==> config.mk <==
export PLATFORM = sky130hd
export DESIGN_NAME = led_breathe_pwm_flat
export DESIGN_NICKNAME = d
export VERILOG_FILES = /design/src/rtl/led_pwm_pkg.sv /design/src/rtl/led_breathe_pwm_if.sv /design/src/rtl/led_tri_duty.sv /design/src/rtl/led_breathe_pwm.sv /design/src/flat_wrapper.sv
export SDC_FILE = /design/constraint.sdc
export NUM_CORES = 1
export LEC_CHECK = 0
export CORE_MARGIN = 2
export CORE_UTILIZATION = 55
export CTS_CLUSTER_SIZE = 14
export DETAILED_ROUTE_END_ITERATION = 7
export PLACE_DENSITY = 0.72
export SYNTH_ARGS = -nofsm -noshare
export SYNTH_HDL_FRONTEND = slang
export SYNTH_HIERARCHICAL = 1
export SYNTH_SLANG_ARGS = --single-unit
==> constraint.sdc <==
create_clock -name clk -period 8.5 [get_ports clk]
set_input_delay 1.275 -clock clk [delete_from_list [all_inputs] [get_ports clk]]
set_output_delay 1.275 -clock clk [all_outputs]
set_load 0.01 [all_outputs]
==> src/rtl/led_pwm_pkg.sv <==
// Shared types for the LED breathing PWM controller.
//   led_mode_t : output mode requested over the handshake and reported back
//   hs_state_t : mode handshake FSM state
package led_pwm_pkg;

  typedef enum logic [1:0] {
    MODE_OFF     = 2'd0,
    MODE_BREATHE = 2'd1,
    MODE_SYNC    = 2'd2,
    MODE_ON      = 2'd3
  } led_mode_t;

  typedef enum logic {
    ST_IDLE = 1'b0,
    ST_WAIT = 1'b1
  } hs_state_t;

endpackage

==> src/rtl/led_breathe_pwm_if.sv <==
// Control interface of the LED breathing PWM controller.
//   step       : phase increment, sampled at PWM period ends
//   mode_in    : requested mode, qualified by mode_valid
//   mode_valid : request strobe
//   mode_ready : controller can accept a request
//   mode       : currently active mode
interface led_breathe_pwm_if
  import led_pwm_pkg::*;
#(
  parameter int unsigned STEP_W = 16
);
  logic [STEP_W-1:0] step;
  led_mode_t         mode_in;
  logic              mode_valid;
  logic              mode_ready;
  led_mode_t         mode;

  modport master (output step, mode_in, mode_valid, input mode_ready, mode);
  modport slave  (input step, mode_in, mode_valid, output mode_ready, mode);
endinterface

==> src/rtl/led_tri_duty.sv <==
// Folds a phase into a triangle wave and returns the top PWM_BITS of the
// doubled fold as a duty value. Purely combinational.
//   phase  : channel phase
//   duty_c : candidate duty for the next PWM period
module led_tri_duty #(
  parameter int unsigned PHASE_BITS = 32,
  parameter int unsigned PWM_BITS   = 16
) (
  input  logic [PHASE_BITS-1:0] phase,
  output logic [PWM_BITS-1:0]   duty_c
);

  logic [PHASE_BITS-1:0] fold_c;
  logic [PHASE_BITS-1:0] dbl_c;
  logic                  unused_c;

  // Upper half of the phase circle mirrors back down.
  assign fold_c = phase[PHASE_BITS-1] ? ~phase : phase;
  // Fold MSB is always 0, so doubling restores full scale.
  assign dbl_c  = fold_c << 1;
  assign duty_c = dbl_c[PHASE_BITS-1 -: PWM_BITS];

  // Fraction bits below the duty resolution are intentionally dropped.
  assign unused_c = ^dbl_c[PHASE_BITS-PWM_BITS-1:0];

endmodule

==> src/rtl/led_breathe_pwm.sv <==
// Multi-channel breathing LED PWM controller.
//   clk, rst : clock, asynchronous active-high reset
//   ctl      : step input and mode valid/ready handshake (slave side)
//   led      : registered active-high PWM outputs, one per channel
// Mode changes and duty updates only take effect at PWM period ends, so the
// outputs never glitch mid-period.
module led_breathe_pwm
  import led_pwm_pkg::*;
#(
  parameter int unsigned CHANNELS   = 8,
  parameter int unsigned PWM_BITS   = 16,
  parameter int unsigned PHASE_BITS = 32,
  parameter int unsigned STEP_W     = 16
) (
  input  logic                clk,
  input  logic                rst,
  led_breathe_pwm_if.slave    ctl,
  output logic [CHANNELS-1:0] led
);

  // Channel phase spacing: 2^PHASE_BITS / CHANNELS.
  localparam logic [PHASE_BITS:0]   PH_SPAN = {1'b1, {PHASE_BITS{1'b0}}};
  localparam logic [PHASE_BITS-1:0] PH_OFS  =
    PHASE_BITS'(PH_SPAN / (PHASE_BITS+1)'(CHANNELS));

  logic [PWM_BITS-1:0]                cnt_q, cnt_d;
  logic [PHASE_BITS-1:0]              acc_q, acc_d;
  led_mode_t                          mode_q, mode_d;
  led_mode_t                          pending_q, pending_d;
  hs_state_t                          state_q, state_d;
  logic                               ready_q, ready_d;
  logic [CHANNELS-1:0][PWM_BITS-1:0]  duty_q, duty_d;
  logic [CHANNELS-1:0]                led_q, led_d;

  logic [STEP_W-1:0]                  step_c;
  logic                               pend_c;
  logic [CHANNELS-1:0][PHASE_BITS-1:0] ph_c;
  logic [CHANNELS-1:0][PWM_BITS-1:0]  cand_c;

  assign step_c = ctl.step;
  assign pend_c = &cnt_q;

  // Per-channel phase (uses the post-update mode) and triangle duty.
  for (genvar g = 0; g < int'(CHANNELS); g++) begin : g_ch
    localparam logic [PHASE_BITS-1:0] OFS = PHASE_BITS'(PH_OFS * PHASE_BITS'(g));

    assign ph_c[g] = (mode_d == MODE_SYNC) ? acc_q : acc_q + OFS;

    led_tri_duty #(
      .PHASE_BITS (PHASE_BITS),
      .PWM_BITS   (PWM_BITS)
    ) u_tri (
      .phase  (ph_c[g]),
      .duty_c (cand_c[g])
    );
  end

  // Period counter, phase accumulator and mode handshake.
  always_comb begin
    cnt_d     = cnt_q + PWM_BITS'(1);
    acc_d     = acc_q;
    mode_d    = mode_q;
    pending_d = pending_q;
    state_d   = state_q;
    ready_d   = ready_q;

    if (pend_c) begin
      acc_d = acc_q + PHASE_BITS'(step_c);
    end

    case (state_q)
      ST_IDLE: begin
        if (ctl.mode_valid && ready_q) begin
          if (pend_c) begin
            // Period ends this cycle: apply directly, no wait needed.
            mode_d = ctl.mode_in;
          end else begin
            pending_d = ctl.mode_in;
            state_d   = ST_WAIT;
            ready_d   = 1'b0;
          end
        end
      end
      ST_WAIT: begin
        if (pend_c) begin
          mode_d  = pending_q;
          state_d = ST_IDLE;
          ready_d = 1'b1;
        end
      end
      default: begin
        state_d = ST_IDLE;
        ready_d = 1'b1;
      end
    endcase
  end

  // Duty reload at period end; LED compare against the held duty.
  always_comb begin
    duty_d = duty_q;
    led_d  = '0;

    if (pend_c) begin
      duty_d = cand_c;
    end

    case (mode_q)
      MODE_OFF: led_d = '0;
      MODE_ON:  led_d = '1;
      default: begin
        for (int i = 0; i < int'(CHANNELS); i++) begin
          led_d[i] = (cnt_q < duty_q[i]);
        end
      end
    endcase
  end

  always_ff @(posedge clk or posedge rst) begin
    if (rst) begin
      cnt_q     <= '0;
      acc_q     <= '0;
      mode_q    <= MODE_OFF;
      pending_q <= MODE_OFF;
      state_q   <= ST_IDLE;
      ready_q   <= 1'b1;
      duty_q    <= '0;
      led_q     <= '0;
    end else begin
      cnt_q     <= cnt_d;
      acc_q     <= acc_d;
      mode_q    <= mode_d;
      pending_q <= pending_d;
      state_q   <= state_d;
      ready_q   <= ready_d;
      duty_q    <= duty_d;
      led_q     <= led_d;
    end
  end

  assign ctl.mode_ready = ready_q;
  assign ctl.mode       = mode_q;
  assign led            = led_q;

endmodule
==> src/flat_wrapper.sv <==
// flat-port wrapper written by rule: the top's interface ports become plain ports
module led_breathe_pwm_flat import led_pwm_pkg::*;
#(
  parameter int unsigned CHANNELS   = 8,
  parameter int unsigned PWM_BITS   = 16,
  parameter int unsigned PHASE_BITS = 32,
  parameter int unsigned STEP_W     = 16
)
  (clk, rst, led, ctl_step, ctl_mode_in, ctl_mode_valid, ctl_mode_ready, ctl_mode);
  led_breathe_pwm_if #(.STEP_W(STEP_W)) ctl_i ();
  input  logic clk;
  input  logic rst;
  output logic [CHANNELS-1:0] led;
  input wire logic [$bits(ctl_i.step)-1:0] ctl_step;
  input wire logic [$bits(ctl_i.mode_in)-1:0] ctl_mode_in;
  input wire logic [$bits(ctl_i.mode_valid)-1:0] ctl_mode_valid;
  output wire logic [$bits(ctl_i.mode_ready)-1:0] ctl_mode_ready;
  output wire logic [$bits(ctl_i.mode)-1:0] ctl_mode;
  assign ctl_i.step = ctl_step;
  assign ctl_i.mode_in = ctl_mode_in;
  assign ctl_i.mode_valid = ctl_mode_valid;
  assign ctl_mode_ready = ctl_i.mode_ready;
  assign ctl_mode = ctl_i.mode;
  led_breathe_pwm #(.CHANNELS(CHANNELS), .PWM_BITS(PWM_BITS), .PHASE_BITS(PHASE_BITS), .STEP_W(STEP_W)) u_core (.clk(clk), .rst(rst), .ctl(ctl_i), .led(led));
endmodule
Word-level counts from Yosys, hierarchy flattened
Index checks and enable logic that the tools add are counted.
{"block": "word_totals", "latchBits": 0, "mem_count": 0, "romBits": 0, "input_bits": 21, "out_inout_bits": 11, "word_cells": 79, "mem_bits_rw": 0, "regBits": 190}
{"block": "op_classes", "mul": 0, "bitwise": 10, "n_reduce_logical": 5, "shift": 0, "add_sub_neg": 9, "div": 0, "order_cmp": 8, "n_mux": 27, "n_eq_ne": 5}
{"operator": "$mux W31", "count": 8}
{"operator": "$not A31 Y31", "count": 8}
{"operator": "$mux W32", "count": 7}
{"operator": "$add A32 B32 Y32 const B", "count": 4}
{"operator": "$lt A16 B16 Y1", "count": 8}
{"operator": "$add A32 B31 Y32 const B", "count": 2}
{"operator": "$add A32 B16 Y32", "count": 1}
{"operator": "$add A32 B30 Y32 const B", "count": 1}
{"operator": "$add A16 B1 Y16 const B", "count": 1}
{"operator": "$pmux W8 S2", "count": 1}
{"operator": "$reduce_and A16 Y1", "count": 1}
{"operator": "$mux W2", "count": 3}
{"operator": "$reduce_and A3 Y1", "count": 2}
{"operator": "$mux W1", "count": 5}
{"operator": "$eq A2 B2 Y1 const B", "count": 2}
{"operator": "$ne A2 B2 Y1 const B", "count": 2}
{"operator": "$pmux W1 S2", "count": 2}
{"operator": "$pmux W2 S2", "count": 1}
{"operator": "$logic_not A2 Y1", "count": 1}
{"operator": "$ne A2 B1 Y1 const B", "count": 1}
{"operator": "$not A1 Y1", "count": 2}
{"operator": "$logic_and A1 B1 Y1", "count": 1}

Logic depth before layout (Yosys ltp)
Gate-level depths: netlist of the first run.
{"block": "logic_depth", "word_depth": 8, "mapped_depth": 14, "depth_no_buf": 10}

Cells and area by module
The synthesis of the first run kept the hierarchy.
{"module": "led_breathe_pwm", "cells_per_inst": 1213, "area_each_um2": 11043.1, "seq_area_each_um2": 4755.8, "n_inst": 1}
{"module": "led_tri_duty", "cells_per_inst": 18, "area_each_um2": 171.4, "seq_area_each_um2": 0.0, "n_inst": 8}

Worst setup path before layout of the first run
OpenSTA, ideal clock, no wires.
{"block": "synth_path", "path_type": "in2reg", "from": "input ctl_step[0]", "to": "register u_core.acc_q[28]", "path_slack_ps": 4989, "setup_ps": 139, "required_time_ps": 8361, "arrival_ps": 3372, "n_path_buf": 0, "cell_stages": 8, "path_cell_list": "ha_1 -> fa_1 -> a211o_1 -> o211ai_1 -> a2bb2oi_1 -> a211oi_1 -> nor4b_1 -> xor2_1"}
{"block": "synth_via", "elab_chain_cells": 1}
{"element": "start: declaration", "line_no": "flat_wrapper.sv:14", "source": "input wire logic [$bits(ctl_i.step)-1:0] ctl_step;"}
{"element": "$add A32 B16 Y32", "line_no": "led_breathe_pwm.sv:68", "source": "acc_d = acc_q + PHASE_BITS'(step_c);"}
{"element": "end signal: assignment", "line_no": "led_breathe_pwm.sv:121", "source": "acc_q <= '0;"}
{"element": "end signal: assignment", "line_no": "led_breathe_pwm.sv:130", "source": "acc_q <= acc_d;"}
{"element": "end: declaration", "line_no": "led_breathe_pwm.sv:27", "source": "logic [PHASE_BITS-1:0] acc_q, acc_d;"}
No other way between the ends.
A chain may end at the register's enable or synchronous reset.

==> metrics.txt, run 1 <==
status completed; Detailed Route WL between 20000 and 30000 microns; grt met1 use between 30% and 40%; post-synthesis cell area 12410 sq um; worst-path cell chain nand4_2 > or4_1 > buf_4 > o21a_1 > o211ai_2 > nand2_1 > xnor2_2 > buf_4 > xor2_1 > nand2_1 > o21ai_0; crit path DAT 4.31 ns; CTS buffer count 17; Hold/Removal Path Class reg2reg; P_sw 0.0003984 W; first-pass GRT wire length 48210 microns; Setup Skew 0.009666 ns; P_int 0.001425 W; CP top delay family simple AND/OR/NAND/NOR gates; syn avg cell area a little over 9 sq um; dominant synthesized flop cell dfrtp_1; HP Start u_core/duty_q[48]; busiest grt layer met2; Critical Path Fanout Max 33; number of synthesized flops with an enable pin 0; sequential power share roughly half; Layout Nets roughly 1500; Die Footprint between 20000 and 25000 sq um; most common cell after layout, fill and taps aside nand2_1; initial DRC count about 580; Placement Rows 54; Core Box Area about 22000 sq um; unique cell type count in the Yosys netlist 54; Clock transition at path regs ~0.070 ns; hpwl dp between 15000 and 20000 microns; area grow syn2layout 8.174%; post-synthesis sequential area ratio a little under two fifths; grt ovf 0; Total GRT Usage about a quarter; Max IR drop VDD roughly 0.13 mV; post-CTS setup repair buffer count 0; Async SR Flop Fraction 100.0%; vias in the first global route slightly above 9000; clock sink count between 150 and 200; layout cells sized above 1 under 10%; root buf cell clkbuf_16; Post-Syn Instances around 1400; Place WS about 4.2 ns; Worst R2R Path Depth 11; Initial DRT Pass Iterations 5; CP max-delay cell dfrtp_1; Worst path max stage delay between 0.8 and 0.9 ns; setup slack after layout around 4.5 ns; vias per inst approximately 5.7; setup TNS 0 ns; Post-CTS Resized 0; ratio of final minimum period to clock period approximately 48%; Hold Path Cell Cnt 2; DIE WIDTH roughly 150 microns; reg2reg setup slack roughly 4.5 ns; Post-Syn Nets 1519; DRC errors left 0; FMAX between 200 and 250 MHz; Relative slew margins between 30% and 40%; fin. max-slew vios 0; P_leak 7.294 nW; power share of the clock group ~46%; Reg2Reg Capture Point u_core/duty_q[116]; Hold Buf Count CTS 0; Power Density approximately 140 nW/um^2; Critical Path RT 8.77 ns; Syn. warnings 6; Routability Congestion between 0.8 and 0.9; CP startpoint kind flop; DR vias 9480; post-route ant nets 0; # IOs 32; combinational power share 4.2%; Die H ~150 microns; Max Cap Violations 0; crit path buf inv count 2; Levels on crit path 11; Final Hold Violating Endpoints 0; grt met3 use under 10%; Worst Hold End u_core/duty_q[48]; fin crit period between 4 and 5 ns; GR Util met2 between 40% and 50%; initial antenna violation count 0; RSZ-0062 raised after global routing false; CTS tree done; commonest cells after routing, fill and taps aside nand2_1, dfrtp_1, o21ai_0; pin count of the biggest net entering global routing approximately 260; setup violators final 0; CP endpoint kind flop; Max clock buf depth 2; worst skew pair latency around 0.43 ns; drt wl/cell 17.54 microns; IO Port Bufs 31; initial core utilization between 50% and 60%; critical path class reg2reg; Sw Ratio 21.85%; FF-to-FF Start u_core/cnt_q[4]; number of diodes 0; CTS H-Tree Depth 4; Yosys reg bits 190; worst-margin pin slew 0.9814 ns
-- worst max path at each step --
stage                    startpoint                  to
floorplan                       rst     u_core/acc_q[0]
global placement        ctl_step[0]    u_core/acc_q[20]
detailed placement      ctl_step[0]    u_core/acc_q[26]
CTS                 u_core/cnt_q[4]  u_core/duty_q[115]
global route        u_core/cnt_q[4]  u_core/duty_q[114]
finish              u_core/cnt_q[4]  u_core/duty_q[116]
-- kinds of logic (layout without fill, tap and decap cells) --
logic type | Yosys count | after routing | synth area share [%]
simple gates | 354 | 354 | 13.03
mux | 3 | 3 | 0.2721
fa+ha+maj | 141 | 141 | 14.27
flops | 190 | 190 | 38.31
xor+xnor | 176 | 176 | 12.42
compound gates | 306 | 306 | 14.44
buf+inv | 187 | 199 | 7.257
-- cell usage after synthesis (5+ instances only) --
cell	count	area, sq um
nand3_1	29	145.1
o21a_1	10	75.07
nor3_1	7	35.03
and4_1	5	43.79
nand2_1	205	769.5
ha_1	140	1752
dfrtp_1	189	4730
nand3b_1	8	60.06
nor2b_1	11	68.82
xnor2_1	29	254.0
a21oi_1	54	270.3
a211oi_1	7	52.55
xor2_1	147	1287
o21ai_0	156	780.8
a21boi_0	11	82.58
nor2_1	34	127.6
nand4_1	27	168.9
nor4_1	5	31.28
clkbuf_1	38	142.6
inv_1	127	476.7
a21o_1	30	225.2
buf_12	8	160.2
buf_6	9	101.4
and3_1	8	50.05
a221oi_1	8	70.07
o211ai_1	10	75.07
-- stage by stage --
stage	hold slack [ns]	utilization [%]	power [W]	instances	area, sq um
3_3_place_gp	0.4459	58.36	0.0009999	1619	12810
3_5_place_dp	0.4523	58.36	0.001001	1619	12810
2_1_floorplan	0.4331	-	0.0009747	1357	12410
5_1_grt	0.4953	61.16	0.001891	1649	13430
6_report	0.4650	61.16	0.001823	1649	13430
4_1_cts	0.4672	61.16	0.001842	1649	13430
-- layout make-up --
class | count | area (sq um)
Clock buffer | 21 | 480.5
Tap cell | 280 | 350.3
Fill cell | 1854 | 8529
Multi-Input combinational cell | 980 | 6819
Sequential cell | 190 | 4756
Clock inverter | 9 | 133.9
Inverter | 127 | 484.2
Timing Repair Buffer | 42 | 405.4
-- tightest hold or removal path, cell delays in order, from the launching register on --
cell and delay (ns):
dfrtp_1 0.34, nand2_1 0.05, nand2_1 0.05
-- per-layer routing --
metal / routed length, microns / vias to the layer above
met3: 1392 / 53
met1: 13180 / 4623
met4: 705 / 0
met5: 0 / -
li1: - / 4573
met2: 13650 / 231
-- registers in the layout (all words and copies together), names as in the netlist --
name	cells
u_core/acc_q	32
u_core/cnt_q	16
u_core/ctl.mode	2
u_core/ctl.mode_ready	1
u_core/duty_q	128
u_core/led	8
u_core/pending_q	2
u_core/state_q	1
-- power by group through the flow --
stage,clock network (W),registers (W),logic [W]
floorplan,0,0.000923,0.0000518
global placement,0,0.000923,0.0000765
detailed placement,0,0.000923,0.0000773
CTS,0.000858,0.000906,0.0000778
global route,0.000898,0.000906,0.0000874
finish,0.000840,0.000906,0.0000766
Power figures use the tool's default switching activity.
==> run 2: changes to the inputs <==
clock period = 4.1 ns   (was 8.5 ns; I/O delays follow)
==> run 2 against run 1 <==
Core utilization increased by 0.87 points. Clock power increased by 120%. Die area unchanged. Maximum frequency increased by 12%. First-iteration DRC count increased by 2.6%. Critical path type unchanged. Critical endpoint is now u_core/duty_q[82]. Largest cell class unchanged.
==> metrics.txt, run 2 (synthesized netlist as in run 1, its figures left out) <==
status completed; area grow syn2layout 9.706%; ratio of final minimum period to clock period 87.94% (+40 points); Detailed Route WL 29110 microns (+0.64%); drt wl/cell 17.42 microns (-0.69%); DRC errors left 0 (unchanged); Routability Congestion 0.8500 (-2.9%); Initial DRT Pass Iterations 5 (unchanged); initial DRC count 592 (+2.6%); Core Box Area 21960 sq um (unchanged); Post-CTS Resized 0 (unchanged); Layout Nets 1540 (+1.3%); commonest cells after routing, fill and taps aside nand2_1, dfrtp_1, o21ai_0; Reg with most FFs u_core/duty_q; IO Port Bufs 31 (unchanged); DR vias 9448 (-0.34%); Hold Buf Count CTS 0 (unchanged); Power Density 282.5 nW/um^2 (+110%); hpwl dp 19450 microns (+2.2%); Relative slew margins 16.05% (-19 points); sequential power share 48.8% (-0.9 points); Largest regs u_core/duty_q: 128 flops, u_core/acc_q: 32 flops, u_core/cnt_q: 16 flops; root buf cell clkbuf_16; fin crit period 3.605 ns (-0.4353 ns); Setup Skew 0.01160 ns (+0.001937 ns); Critical Path RT 4.38 ns (-4.39 ns); Filler cells 1845 (-0.49%); grt ovf 0 (unchanged); crit path DAT 3.88 ns (-0.43 ns); FMAX 277.4 MHz (+12%); crit path buf inv count 1 (-1); max reg flops 128 (unchanged); Total GRT Usage 25.33% (-0.18 points); pin count of the biggest net entering global routing 259 (+0.39%); Placement Rows 54 (unchanged); vias in the first global route 9138 (-1.8%); setup TNS 0 ns (unchanged); CP startpoint kind flop; CP top delay family XOR/XNOR gates; layout cells sized above 1 5.823% (+1.4 points); post-CTS setup repair buffer count 0 (unchanged); fin. max-slew vios 0 (unchanged); Critical Path Fanout Max 16 (-52%); initial core utilization 56.54% (unchanged); Max Cap Violations 0 (unchanged); most common cell after layout, fill and taps aside nand2_1; power share of the clock group 47.0% (+0.9 points); Worst path max stage delay 0.95 ns (+0.11 ns); Sw Ratio 21.40% (-0.45 points); first-pass GRT wire length 47410 microns (-1.7%); Hold Path Cell Cnt 2 (unchanged); critical path class reg2reg; CTS H-Tree Depth 4 (unchanged); Post-Place Cells 1639 (+1.2%); P_sw 0.0008233 W (+110%); P_leak 7.404 nW (+1.5%); worst-path cell chain ha_1 > nand4_1 > or4_1 > o21a_1 > o211ai_2 > buf_4 > nand2b_1 > xnor2_2 > xor2_1 > nand2_1 > o21ai_0; CTS buffer count 17 (unchanged); worst skew pair latency 0.44 ns (about the same); initial antenna violation count 0 (unchanged); Worst R2R Path Depth 11 (unchanged); Die Footprint 23790 sq um (unchanged); number of diodes 0 (unchanged); CTS tree done; FF-to-FF Start u_core/cnt_q[0]; CP max-delay cell xnor2_2; vias per inst 5.654 (-1.6%); P_int 0.003024 W (+110%); reg2reg setup slack 0.49 ns (-3.96 ns); Hold/Removal Path Class reg2reg; CP endpoint kind flop; setup violators final 0 (unchanged); # IOs 32 (unchanged); Final Hold Violating Endpoints 0 (unchanged); clock sink count 190 (unchanged); post-route ant nets 0 (unchanged); Clock transition at path regs 0.07 ns (about the same); worst-margin pin slew 1.253 ns (+0.2717 ns); Worst Hold End u_core/duty_q[48]; Hold Worst Slack 0.4737 ns (+0.008676 ns); RSZ-0062 raised after global routing false; DIE WIDTH 154.2 microns (unchanged); Max IR drop VDD 0.3006 mV (+140%); Max clock buf depth 2 (unchanged); HP Start u_core/duty_q[48]; Die H 154.2 microns (unchanged); Reg2Reg Capture Point u_core/duty_q[82]; Layout Cells excl Fill 1671 (+1.3%); Power Total 0.003848 W (+110%); combinational power share 4.2% (about the same)
[run 2: changes by cell type in the layout (fill, tap and decap cells not counted)]
cell and delta:
bufinv_16 +1, inv_6 -1, clkinvlp_4 +2, clkinv_2 -1
clkbuf_1 +2, inv_8 -1, buf_4 +19, buf_12 +1
[run 2: tightest hold or removal path: cells and delay by family, from the launching register on]
| kind | cells | cell delay [ns] |
|---|---|---|
| flops | 1 | 0.35 |
| simple gates | 2 | 0.10 |
[run 2: per-layer routing]
layer  vias to the layer above  wire length (microns)  part of all wire (%)  track usage [%]
met1                      4574                  13570                    47            35.13
met3                        35                   1385                   4.8            3.867
li1                       4615                      -                     -                -
met2                       224                  13760                    47            41.90
met5                         -                      0                     0                0
met4                         0                    396                   1.4            6.498
[run 2: per-stage QoR]
step                      util [%]  worst slack [ns]  instance area (sq um)
after floorplan                  -             1.037                  12420
after global placement       59.08            0.7153                  12970
after detailed placement     59.08            0.5573                  12970
after CTS                    62.02            0.5250                  13620
after global routing         62.02            0.2014                  13620
final                        62.02            0.4947                  13620
[run 2: worst max path at each step]
| stage | start | end | cells after the start |
|---|---|---|---|
| floorplan | rst | u_core/acc_q[0] | 1 |
| CTS | u_core/cnt_q[0] | u_core/duty_q[82] | 11 |
| global placement | u_core/cnt_q[0] | u_core/duty_q[114] | 12 |
| finish | u_core/cnt_q[0] | u_core/duty_q[82] | 11 |
| global route | u_core/cnt_q[0] | u_core/duty_q[82] | 11 |
| detailed placement | u_core/cnt_q[0] | u_core/duty_q[85] | 11 |
[run 2: area by class of cell]
class / count / area, sq um / area share, %
Multi-Input combinational cell: 980 / 6819 / 50.07
Sequential cell: 190 / 4756 / 34.92
Timing Repair Buffer: 62 / 568.0 / 4.171
Clock buffer: 23 / 488.0 / 3.583
Inverter: 127 / 480.5 / 3.528
Tap cell: 280 / 350.3 / 2.572
Clock inverter: 9 / 157.7 / 1.158
[run 2: power groups by stage]
stage	clock, W	combinational [W]	sequential [W]
finish	0.00181	0.000162	0.00188
global route	0.00192	0.000184	0.00188
CTS	0.00184	0.000164	0.00188
detailed placement	0	0.000163	0.00191
global placement	0	0.000162	0.00191
floorplan	0	0.000108	0.00191
